`src/rtl/lms_seq_pkg.sv`:
```
// Shared definitions for the LMS tap sequencer.
// Holds the controller state encoding, the default tap count and the
// tap-index width derivation used by the top and the tap counter.
package lms_seq_pkg;

    localparam int NTAPS_DEF = 16;

    typedef enum logic [2:0] {
        ST_IDLE  = 3'd0,
        ST_SHIFT = 3'd1,
        ST_MAC   = 3'd2,
        ST_ERR   = 3'd3,
        ST_UPD   = 3'd4,
        ST_OUT   = 3'd5
    } state_t;

    // Index width for a given tap count; never narrower than one bit.
    function automatic int idx_width(input int ntaps);
        if (ntaps <= 2) begin
            return 1;
        end else begin
            return $clog2(ntaps);
        end
    endfunction

endpackage

```
`src/rtl/lms_tap_counter.sv`:
```
// Tap index counter shared by the MAC and weight-update passes.
// Ports:
//   clk, rstn  : clock, asynchronous active-low reset
//   i_clr      : synchronous clear to 0 (wins over i_en)
//   i_en       : advance the index; wraps to 0 after NTAPS-1
//   o_idx      : current tap index (registered)
//   o_tc       : terminal count, high while o_idx == NTAPS-1
module lms_tap_counter
    import lms_seq_pkg::*;
#(
    parameter int NTAPS = NTAPS_DEF,
    parameter int IDX_W = idx_width(NTAPS)
) (
    input  logic             clk,
    input  logic             rstn,
    input  logic             i_clr,
    input  logic             i_en,
    output logic [IDX_W-1:0] o_idx,
    output logic             o_tc
);

    localparam logic [IDX_W-1:0] LAST_IDX = IDX_W'(NTAPS - 1);

    logic [IDX_W-1:0] r_idx;

    // Index register: clear has priority, wrap at the last tap so the
    // index is already 0 when the next pass (or state) begins.
    always_ff @(posedge clk or negedge rstn) begin
        if (!rstn) begin
            r_idx <= '0;
        end else if (i_clr) begin
            r_idx <= '0;
        end else if (i_en) begin
            if (r_idx == LAST_IDX) begin
                r_idx <= '0;
            end else begin
                r_idx <= r_idx + IDX_W'(1);
            end
        end else begin
            r_idx <= r_idx;
        end
    end

    assign o_idx = r_idx;
    assign o_tc  = (r_idx == LAST_IDX);

endmodule

```
`src/rtl/lms_tap_sequencer.sv`:
```
// Control FSM sequencing one LMS iteration per input sample:
// shift delay line, MAC pass over all taps, error strobe, optional
// weight-update pass, then output handshake. Generates strobes only.
// Ports:
//   clk, rstn                : clock, asynchronous active-low reset
//   i_enable                 : run enable; low aborts any iteration
//   i_freeze                 : skip weight update (sampled in ERR)
//   i_in_valid / o_in_ready  : sample input handshake (ready only in IDLE)
//   o_out_valid / i_out_ready: result handshake
//   o_shift_en, o_mac_clr    : delay-line shift / accumulator clear pulses
//   o_mac_en, o_err_en       : accumulate enable / error latch pulse
//   o_upd_en, o_w_we         : weight update and RAM write enable
//   o_tap_idx                : tap index during MAC/UPD, else 0
//   o_busy                   : high in every state except IDLE
//   o_sample_cnt             : completed iterations, wrapping
module lms_tap_sequencer
    import lms_seq_pkg::*;
#(
    parameter int NTAPS = NTAPS_DEF,
    parameter int IDX_W = idx_width(NTAPS),
    parameter int CNT_W = 16
) (
    input  logic             clk,
    input  logic             rstn,
    input  logic             i_enable,
    input  logic             i_freeze,
    input  logic             i_in_valid,
    output logic             o_in_ready,
    output logic             o_out_valid,
    input  logic             i_out_ready,
    output logic             o_shift_en,
    output logic             o_mac_clr,
    output logic             o_mac_en,
    output logic             o_err_en,
    output logic             o_upd_en,
    output logic             o_w_we,
    output logic [IDX_W-1:0] o_tap_idx,
    output logic             o_busy,
    output logic [CNT_W-1:0] o_sample_cnt
);

    state_t           r_state;
    state_t           w_next;
    logic             w_abort;
    logic             w_cnt_inc;
    logic             r_abort_clr;
    logic [CNT_W-1:0] r_sample_cnt;
    logic             w_tc;
    logic             w_idx_en;
    logic             w_idx_clr;

    // Counter runs only in the two tap passes; any other state or an
    // abort holds it at 0 so tap_idx reads 0 outside MAC/UPD.
    assign w_idx_en  = (r_state == ST_MAC) || (r_state == ST_UPD);
    assign w_idx_clr = !w_idx_en || !i_enable;

    lms_tap_counter #(
        .NTAPS (NTAPS),
        .IDX_W (IDX_W)
    ) u_tap_counter (
        .clk   (clk),
        .rstn  (rstn),
        .i_clr (w_idx_clr),
        .i_en  (w_idx_en),
        .o_idx (o_tap_idx),
        .o_tc  (w_tc)
    );

    // State register.
    always_ff @(posedge clk or negedge rstn) begin
        if (!rstn) begin
            r_state <= ST_IDLE;
        end else begin
            r_state <= w_next;
        end
    end

    // Next-state logic; an enable drop outranks every transition,
    // including an output handshake in the same cycle.
    always_comb begin
        w_next    = r_state;
        w_abort   = 1'b0;
        w_cnt_inc = 1'b0;
        if ((r_state != ST_IDLE) && !i_enable) begin
            w_next  = ST_IDLE;
            w_abort = 1'b1;
        end else begin
            case (r_state)
                ST_IDLE: begin
                    if (i_enable && i_in_valid) w_next = ST_SHIFT;
                    else                        w_next = ST_IDLE;
                end
                ST_SHIFT: w_next = ST_MAC;
                ST_MAC: begin
                    if (w_tc) w_next = ST_ERR;
                    else      w_next = ST_MAC;
                end
                ST_ERR: begin
                    if (i_freeze) w_next = ST_OUT;
                    else          w_next = ST_UPD;
                end
                ST_UPD: begin
                    if (w_tc) w_next = ST_OUT;
                    else      w_next = ST_UPD;
                end
                ST_OUT: begin
                    if (i_out_ready) begin
                        w_next    = ST_IDLE;
                        w_cnt_inc = 1'b1;
                    end else begin
                        w_next = ST_OUT;
                    end
                end
                default: w_next = ST_IDLE;
            endcase
        end
    end

    // Completed-iteration counter and post-abort accumulator clear flag.
    always_ff @(posedge clk or negedge rstn) begin
        if (!rstn) begin
            r_sample_cnt <= '0;
            r_abort_clr  <= 1'b0;
        end else begin
            r_abort_clr <= w_abort;
            if (w_cnt_inc) begin
                r_sample_cnt <= r_sample_cnt + CNT_W'(1);
            end else begin
                r_sample_cnt <= r_sample_cnt;
            end
        end
    end

    // Moore strobes decoded from the state register; the abort clear
    // is the only strobe that appears in IDLE.
    assign o_in_ready   = (r_state == ST_IDLE) && i_enable;
    assign o_shift_en   = (r_state == ST_SHIFT);
    assign o_mac_clr    = (r_state == ST_SHIFT) || r_abort_clr;
    assign o_mac_en     = (r_state == ST_MAC);
    assign o_err_en     = (r_state == ST_ERR);
    assign o_upd_en     = (r_state == ST_UPD);
    assign o_w_we       = (r_state == ST_UPD);
    assign o_out_valid  = (r_state == ST_OUT);
    assign o_busy       = (r_state != ST_IDLE);
    assign o_sample_cnt = r_sample_cnt;

endmodule
```
`config.mk`:
```
export PLATFORM = sky130hd
export DESIGN_NAME = lms_tap_sequencer
export DESIGN_NICKNAME = d
export VERILOG_FILES = /design/src/rtl/lms_seq_pkg.sv /design/src/rtl/lms_tap_counter.sv /design/src/rtl/lms_tap_sequencer.sv
export SDC_FILE = /design/constraint.sdc
export NUM_CORES = 1
export LEC_CHECK = 0
export CAP_MARGIN = 10
export CORE_ASPECT_RATIO = 0.9
export CORE_MARGIN = 5
export CORE_UTILIZATION = 46
export DETAILED_ROUTE_END_ITERATION = 6
export GPL_TIMING_DRIVEN = 0
export PLACE_DENSITY = 0.78
export REMOVE_ABC_BUFFERS = 1
export SYNTH_ARGS = -nofsm -noshare
export SYNTH_HDL_FRONTEND = slang
export SYNTH_SLANG_ARGS = --single-unit
```
`constraint.sdc`:
```
create_clock -name clk -period 1.5 [get_ports clk]
set_input_delay 0.225 -clock clk [delete_from_list [all_inputs] [get_ports clk]]
set_output_delay 0.225 -clock clk [all_outputs]
set_load 0.1 [all_outputs]
```
Word level (Yosys, flattened, before mapping). Index checks and enable logic that the tools add are counted.

Flip-flop bits (word level): 24. Input port bits: 6. Word-level logic and storage cells: 37.

Add/sub/neg operators: 2. Eq/ne operators: 6. Muxes and demuxes: 14. Reductions and logical operators: 11.

Operator list (number): case mux 3 bit (6 select lines) (1); adder 16 x 1 -> 16 bit, second input constant (1); two-way mux 4 bit (3); two-way mux 1 bit (8); == test 3 x 2 -> 1 bit, second input constant (2); == test 3 bit, second input constant (2); two-way mux 3 bit (2); adder 4 x 1 -> 4 bit, second input constant (1); == test 4 bit, second input constant (1); == test 3 x 1 -> 1 bit, second input constant (1); logical AND 1 bit (3); zero test 3 bit (1); logical OR 1 bit (3); nonzero test 3 bit (1); zero test 1 bit (2); nonzero test 2 bit (1).

Logic depth before layout (Yosys ltp). Gate-level depths: netlist (run 1).

Depth in word-level cells: 5. Gate-level depth with buffers: 5. Depth with buffers taken out: 5.

By module. Synthesis (run 1) repeated with hierarchy kept, for this count alone.

Cells, all modules: 117. Area total of the unflattened synthesis: 1241.2 µm².

Modules (own cells, without submodules): lms_tap_sequencer (instances 1, cells each 97, area each 1034.7 µm², sequential area each 500.5 µm²); lms_tap_counter (instances 1, cells each 20, area each 206.4 µm², sequential area each 100.1 µm²).

Worst setup path before layout (run 1). OpenSTA, ideal clock, no wires.

Path kind: flip-flop to output port. Start point: register r_state[0]. End point: output port o_w_we. Arrival time: 3.423 ns. Required time: 1.275 ns. Path slack: -2.148 ns. Cell stages (with the launch flop): 4. Buffers on the path: 2. Cells stage by stage: dfrtp_1 -> buf_2 -> nor3b_1 -> buf_4.

Cells in the longest elaborated chain, start to end: 1.

RTL lines: start, declared (RTL line lms_tap_sequencer.sv:42) `state_t r_state;`; start signal, assigned (RTL line lms_tap_sequencer.sv:74) `r_state <= w_next;`; == test 3 bit; end, declared (RTL line lms_tap_sequencer.sv:36) `output logic o_w_we,`.

No other way between the ends.

Worst setup path after layout (run 1).
Start point: register r_state[1]. End point: output port o_err_en.

Cells in the longest elaborated chain, start to end: 1.

RTL lines: == test 3 x 2 -> 1 bit (RTL line lms_tap_sequencer.sv:140) `assign o_err_en = (r_state == ST_ERR);`; end, declared (RTL line lms_tap_sequencer.sv:34) `output logic o_err_en,`.

No other way between the ends.

==> flow_summary_export.csv, run 1 <==
group,metric,value,unit
outcome,status,"finished, violations left",
outcome,violations,"negative setup slack",
detailed_routing,postRouteWirelength,3.145,mm
placement,dp_hpwl,1.774,mm
pwr,p_sw_frac,0.3371,
run,drv_cap,0,
synthesis,avgSynthCellArea,10.99,um^2
clock_tree,cts.hold.buffers_added,0,
die,die_x,64.03,um
global_routing,grt.total_usage,0.1389,
pwr,p_comb_frac,0.284,
die,io_pins,35,
sta,setup_viol,22,
sta,worst_slew_pin_slew,0.4916,ns
pwr,power.internal,936.8,uW
clock_tree,cts_max_path_buffers,2,
synthesis,ys_top_cells_by_area,"dfrtp_1 50%, xnor2_1 10%, nand3_1 2.9%",
pwr,leakage,0.8934,nW
layout,num-fill-cells,190,
detailed_routing,vias,999,
sta,rsz0062_at_grt,"true",
clock_tree,cts_root_buffer,"clkbuf_4",
worst_setup_path,slowest_delay,0.46,ns
pwr,seq_power_share,0.480,
sta,final_hold_viol_count,0,
placement,dpl.cell_count,168,
synthesis,synthArstFlopShare,1.000,
synthesis,synth_ff_type,"dfrtp_1",
sta,min_period,1.752,ns
synthesis,yosysUniqueCellTypes,35,
die,die_area,0.003754,mm^2
clock_tree,h-tree-depth,1,
sta,clock.fmax,0.5709,GHz
detailed_routing,dr.pass1.iters,4,
pwr,p_total,1.413,mW
layout,areaGrowthSynthToFinish,45.45,%
layout,num_antenna_cells,0,
synthesis,yosysMostFrequentCell,"dfrtp_1",
global_routing,grt_pass1_wl,4.202,mm
detailed_routing,wl_per_cell,16.82,um
sta,max_slew_margin,0.6746,
worst_setup_path,cp_data_required_time,1.27,ns
synthesis,synth_top_area_cell,"dfrtp_1",
worst_setup_path,cp_slowest_cell,"dfrtp_2",
global_routing,antenna_found_initial,0,
clock_tree,cts_tree,"yes",
global_routing,grt_max_degree,25,
synthesis,synth_top_area_share,0.4969,
sta,whs,0.2064,ns
synthesis,synth_edf_count,0,
die,rows,17,
worst_setup_path,crit_arrival,1.53,ns
detailed_routing,drc_errors,0,
clock_tree,clock-sinks,24,
synthesis,syn_inst,110,
worst_setup_path,path_class,"register to output port",
sta,fin_crit_sh,1.168,
synthesis,seq_area_frac_synth,0.4969,
sta,finClkSkew,0.003865,ns
min_path,hold_path.class,"input pin to async pin",
synthesis,synth_warnings,0,
layout,layout.cells.non_filler,187,
layout,nNetsFinal,168,
worst_setup_path,end_kind,"output port",
synthesis,syn_area,0.001209,mm^2
placement,io_buffers,34,
worst_setup_path,critPathMaxFanout,5,
clock_tree,cts_buffers,3,
clock_tree,worstSkewPairLatency,0.30,ns
detailed_routing,ant_nets,0,
sta,tns,-2.997,ns
sta,maxSlewViolCount,0,
pwr,ir_drop,0.0005966,V
die,die_h,58.63,um
pwr,powerDensity,803.9,mW/mm^2
global_routing,grt-ovfl-total,0,
worst_setup_path,start_kind,"register",
layout,final_core_util,0.7064,
pwr,p_clk_frac,0.235,
synthesis,ys_ff_latch,24,
detailed_routing,vias_per_cell,5.342,
die,initial_utilization,0.4857,
worst_setup_path,cp_cell_sequence,"buf_4 -> inv_1 -> nor3b_2 -> clkbuf_8",
detailed_routing,drt_iter0_markers,37,
global_routing,grt_pass1_vias,933,
die,core-area,0.002489,mm^2
sta,setup_ws,-0.2517,ns
synthesis,synth_common_cells,"24 x dfrtp_1, 14 x xnor2_1, 9 x nor2_1, 7 x nand3_1, 6 x nand2_1",
clock_tree,clk_pin_slew,0.13,ns
placement,gp_congestion,0.7938,
layout,drive_gt1_frac,0.4654,
pwr,power.switching,476.5,uW
## sequential cells by signal, indices dropped and copies added, names as in the netlist
register	cells
o_sample_cnt	16
r_abort_clr	1
r_state	3
u_tap_counter.o_idx	4
## final cells by class
type | instances | area [um^2] | area share
multi-input cells | 77 | 625.6 | 0.3559
flip-flops and latches | 24 | 604.3 | 0.3438
repair buffers | 49 | 435.4 | 0.2477
clock buffers | 4 | 36.28 | 0.02064
well taps | 28 | 35.03 | 0.01993
inverters | 5 | 21.27 | 0.01210
## kinds of logic (layout without fill, tap and decap cells)
group | after synthesis | after routing | share of synthesized area
compound gates | 8 | 8 | 0.03933
xor+xnor | 17 | 17 | 0.1232
fa+ha+maj | 2 | 2 | 0.02070
buf+inv | 9 | 58 | 0.04140
flops | 24 | 24 | 0.4969
mux | 1 | 1 | 0.009316
simple gates | 49 | 49 | 0.2692
## critical path, delay by kind of cell, from the launching register on
family	cells	cell delay, ns
simple gates	1	0.23
buf+inv	3	0.52
flops	1	0.46
## power groups by stage
stage	Combinational [mW]	Clock, mW	Sequential (mW)
6_report	0.402	0.333	0.679
5_1_grt	0.417	0.374	0.680
4_1_cts	0.343	0.350	0.680
3_5_place_dp	0.310	0	0.695
3_3_place_gp	0.306	0	0.693
2_1_floorplan	0.199	0	0.718
## timing repair
action,CTS,global route
gates cloned,0,0
resized for setup,171,31
pin swaps,3,8
buffers inserted,4,10
setup endpoints to repair,29,23
## final timing paths
kind	from	to	slack, ns	cells after the start
max	r_state[1]	o_err_en	-0.25	4
min reg2reg	o_sample_cnt[15]	o_sample_cnt[15]	0.47	1
max in group asynchronous	rstn	r_state[2]	0.83	2
min	rstn	u_tap_counter.o_idx[3]	0.21	1
min in group clk	o_sample_cnt[15]	o_sample_cnt[15]	0.47	1
max reg2reg	r_state[1]	o_sample_cnt[7]	-0.15	7
## per-layer routing
layer / share of wire / vias up / wire [um] / GRT usage
met5: 0 / - / 0 / 0
met4: 0 / 0 / 0 / 0.02077
met3: 0.052 / 0 / 163 / 0.03817
met2: 0.52 / 22 / 1635 / 0.2468
met1: 0.43 / 500 / 1346 / 0.1721
li1: - / 477 / - / -
## stage by stage
| stage | cell area (um^2) | worst slack [ns] |
|---|---|---|
| 4_1_cts | 1573 | -0.2512 |
| 2_1_floorplan | 1177 | -3.580 |
| 5_1_grt | 1758 | -0.2983 |
| 6_report | 1758 | -0.2517 |
| 3_3_place_gp | 1553 | -0.8851 |
| 3_5_place_dp | 1553 | -0.9186 |
## cell usage in the layout (no fill, tap or decap), types with 4 or more instances in the layout
cell type        count
clkdlybuf4s50_1      5
inv_1                4
nor2_1               5
nand3_1              5
nand2_1              6
dfrtp_1             21
buf_2               16
buf_4               12
xnor2_1             13
clkbuf_4             7
buf_12               5
Power figures use the tool's default switching activity.
==> run 2, diff against run 1 <==
--- a/config.mk
+++ b/config.mk
@@ -8,10 +8,9 @@
 export CAP_MARGIN = 10
 export CORE_ASPECT_RATIO = 0.9
 export CORE_MARGIN = 5
-export CORE_UTILIZATION = 46
+export CORE_UTILIZATION = 30
 export DETAILED_ROUTE_END_ITERATION = 6
 export GPL_TIMING_DRIVEN = 0
-export PLACE_DENSITY = 0.78
 export REMOVE_ABC_BUFFERS = 1
 export SYNTH_ARGS = -nofsm -noshare
 export SYNTH_HDL_FRONTEND = slang
==> run 2 against run 1 <==
The flow still finishes with violations (negative setup slack). Clock skew barely moved. Utilization fell by 21 points. Hold slack improved by 0.058 ns. Die area rose by 44%. Register-to-register slack improved by 0.12 ns. Combinational power rose by 12%. Final area rose by 7.9%. Count of clock-buffer cells in the layout fell by 1. Sequential share of layout area fell by 2.5 points. Worst setup slack improved by 0.091 ns.
==> flow_summary_export.csv, run 2 (synthesis gave the netlist of run 1 again) <==
group,metric,value,unit
sta,worst_slew_pin_slew,0.5481,ns
die,core-area,0.003810,mm^2
detailed_routing,vias,977,
global_routing,grt_max_degree,25,
sta,min_period,1.661,ns
worst_setup_path,cp_num_buf_inv,1,
detailed_routing,drt_iter0_markers,28,
outcome,violations,"negative setup slack",
pwr,ir_drop,0.0005957,V
sta,setup_ws,-0.1612,ns
detailed_routing,dr.pass1.iters,4,
worst_setup_path,end_kind,"output port",
run,drv_cap,0,
clock_tree,h-tree-depth,1,
detailed_routing,drc_errors,0,
clock_tree,clock-sinks,24,
die,io_pins,35,
clock_tree,cts_max_path_buffers,2,
global_routing,antenna_found_initial,0,
detailed_routing,ant_nets,0,
global_routing,grt.total_usage,0.1072,
die,die_area,0.005400,mm^2
worst_setup_path,crit_arrival,1.44,ns
layout,num_antenna_cells,0,
clock_tree,cts_buffers,3,
worst_setup_path,cp_data_required_time,1.27,ns
worst_setup_path,critPathTopFamily,"simple AND/OR/NAND/NOR gates",
detailed_routing,vias_per_cell,4.766,
sta,tns,-0.8795,ns
detailed_routing,wl_per_cell,13.79,um
layout,largest_reg_flops,16,
worst_setup_path,cp_slowest_cell,"dfrtp_2",
placement,dp_hpwl,1.882,mm
sta,fin_crit_sh,1.107,
layout,design_area,0.001897,mm^2
outcome,status,"finished, violations left",
pwr,powerDensity,892.6,mW/mm^2
layout,areaGrowthSynthToFinish,56.94,%
placement,placed_area,0.001575,mm^2
detailed_routing,postRouteWirelength,2.827,mm
clock_tree,cts.hold.buffers_added,0,
min_path,hold_path.class,"input pin to async pin",
placement,dp_slack,-0.9445,ns
global_routing,grt_pass1_vias,1025,
global_routing,grt-ovfl-total,0,
sta,final_hold_viol_count,0,
layout,layout_commonest_cell,"dfrtp_1",
clock_tree,cts_root_buffer,"clkbuf_8",
layout,nNetsFinal,168,
layout,final_cell_mix,"20 x dfrtp_1, 13 x xnor2_1, 13 x buf_4",
pwr,leakage,0.9103,nW
sta,finClkSkew,0.003775,ns
layout,drive_gt1_frac,0.4591,
worst_setup_path,cp_cell_sequence,"or3_4 -> nor2_4 -> buf_12",
global_routing,grt_pass1_wl,4.802,mm
pwr,p_total,1.693,mW
worst_setup_path,critPathMaxFanout,5,
die,initial_utilization,0.3172,
clock_tree,clk_pin_slew,0.09,ns
worst_setup_path,path_class,"register to output port",
worst_setup_path,start_kind,"register",
sta,whs,0.2644,ns
sta,setup_viol,9,
sta,maxSlewViolCount,0,
sta,max_slew_margin,0.6363,
sta,clock.fmax,0.6020,GHz
die,die_x,76.91,um
die,rows,21,
worst_setup_path,slowest_delay,0.44,ns
clock_tree,cts_tree,"yes",
die,die_h,70.22,um
sta,rsz0062_at_grt,"true",
placement,gp_congestion,0.7383,
clock_tree,worstSkewPairLatency,0.27,ns
placement,io_buffers,34,
[run 2: cell types whose count changed in the layout (fill, tap and decap cells not counted), moves of 3 or more]
cell / delta
buf_12: +4
clkbuf_4: -6
nor2_2: -3
clkdlybuf4s15_2: +4
buf_2: -4
clkdlybuf4s18_2: +3
[run 2: final cells by class]
cell class / count / area (um^2)
inverters: 5 / 21.27
fillers: 342 / 1913
multi-input cells: 77 / 631.9
well taps: 46 / 57.56
clock buffers: 3 / 41.29
flip-flops and latches: 24 / 605.6
clock inverters: 1 / 30.03
repair buffers: 49 / 509.2
[run 2: repair_timing]
action / 4_1_cts / 5_1_grt
endpoints found under the hold margin: 0 / 0
buffers inserted: 12 / 2
resized for setup: 174 / 24
pin swaps: 3 / 3
endpoints found under the setup margin: 31 / 29
[run 2: path summary, 6_finish.rpt]
check | startpoint | end | slack (ns) | cells past startpoint
max in group asynchronous | rstn | r_state[2] | 0.79 | 2
min in group clk | o_sample_cnt[15] | o_sample_cnt[15] | 0.47 | 1
hold / removal | rstn | o_sample_cnt[13] | 0.26 | 1
setup reg to reg | r_state[1] | o_sample_cnt[1] | -0.03 | 5
setup / recovery | r_state[1] | o_in_ready | -0.16 | 3
hold reg to reg | o_sample_cnt[15] | o_sample_cnt[15] | 0.47 | 1
[run 2: layer usage]
metal,global-route usage,share of wire,up-vias
li1,-,-,475
met1,0.1367,0.46,479
met2,0.1744,0.49,21
met3,0.03470,0.046,2
met4,0.02718,0.0060,0
met5,0,0,-
[run 2: power by group]
group / switching (mW) / internal, mW / leakage (nW) / total [mW]
logic: 0.278 / 0.173 / 0.548 / 0.451
registers: 0.0153 / 0.660 / 0.327 / 0.675
clock network: 0.210 / 0.357 / 0.0357 / 0.566
[run 2: stage by stage]
| step | cells | util |
|---|---|---|
| after global placement | 186 | 0.4135 |
| after detailed placement | 186 | 0.4135 |
| final | 205 | 0.4979 |
| after global routing | 205 | 0.4979 |
| after CTS | 202 | 0.4883 |
| after floorplan | 106 | - |
==> run 3, diff against run 2 <==
--- a/config.mk
+++ b/config.mk
@@ -5,6 +5,7 @@
 export SDC_FILE = /design/constraint.sdc
 export NUM_CORES = 1
 export LEC_CHECK = 0
+export ABC_AREA = 0
 export CAP_MARGIN = 10
 export CORE_ASPECT_RATIO = 0.9
 export CORE_MARGIN = 5
==> results of run 3 <==
The final DEF is identical to that of run 2; final timing and power are the same.
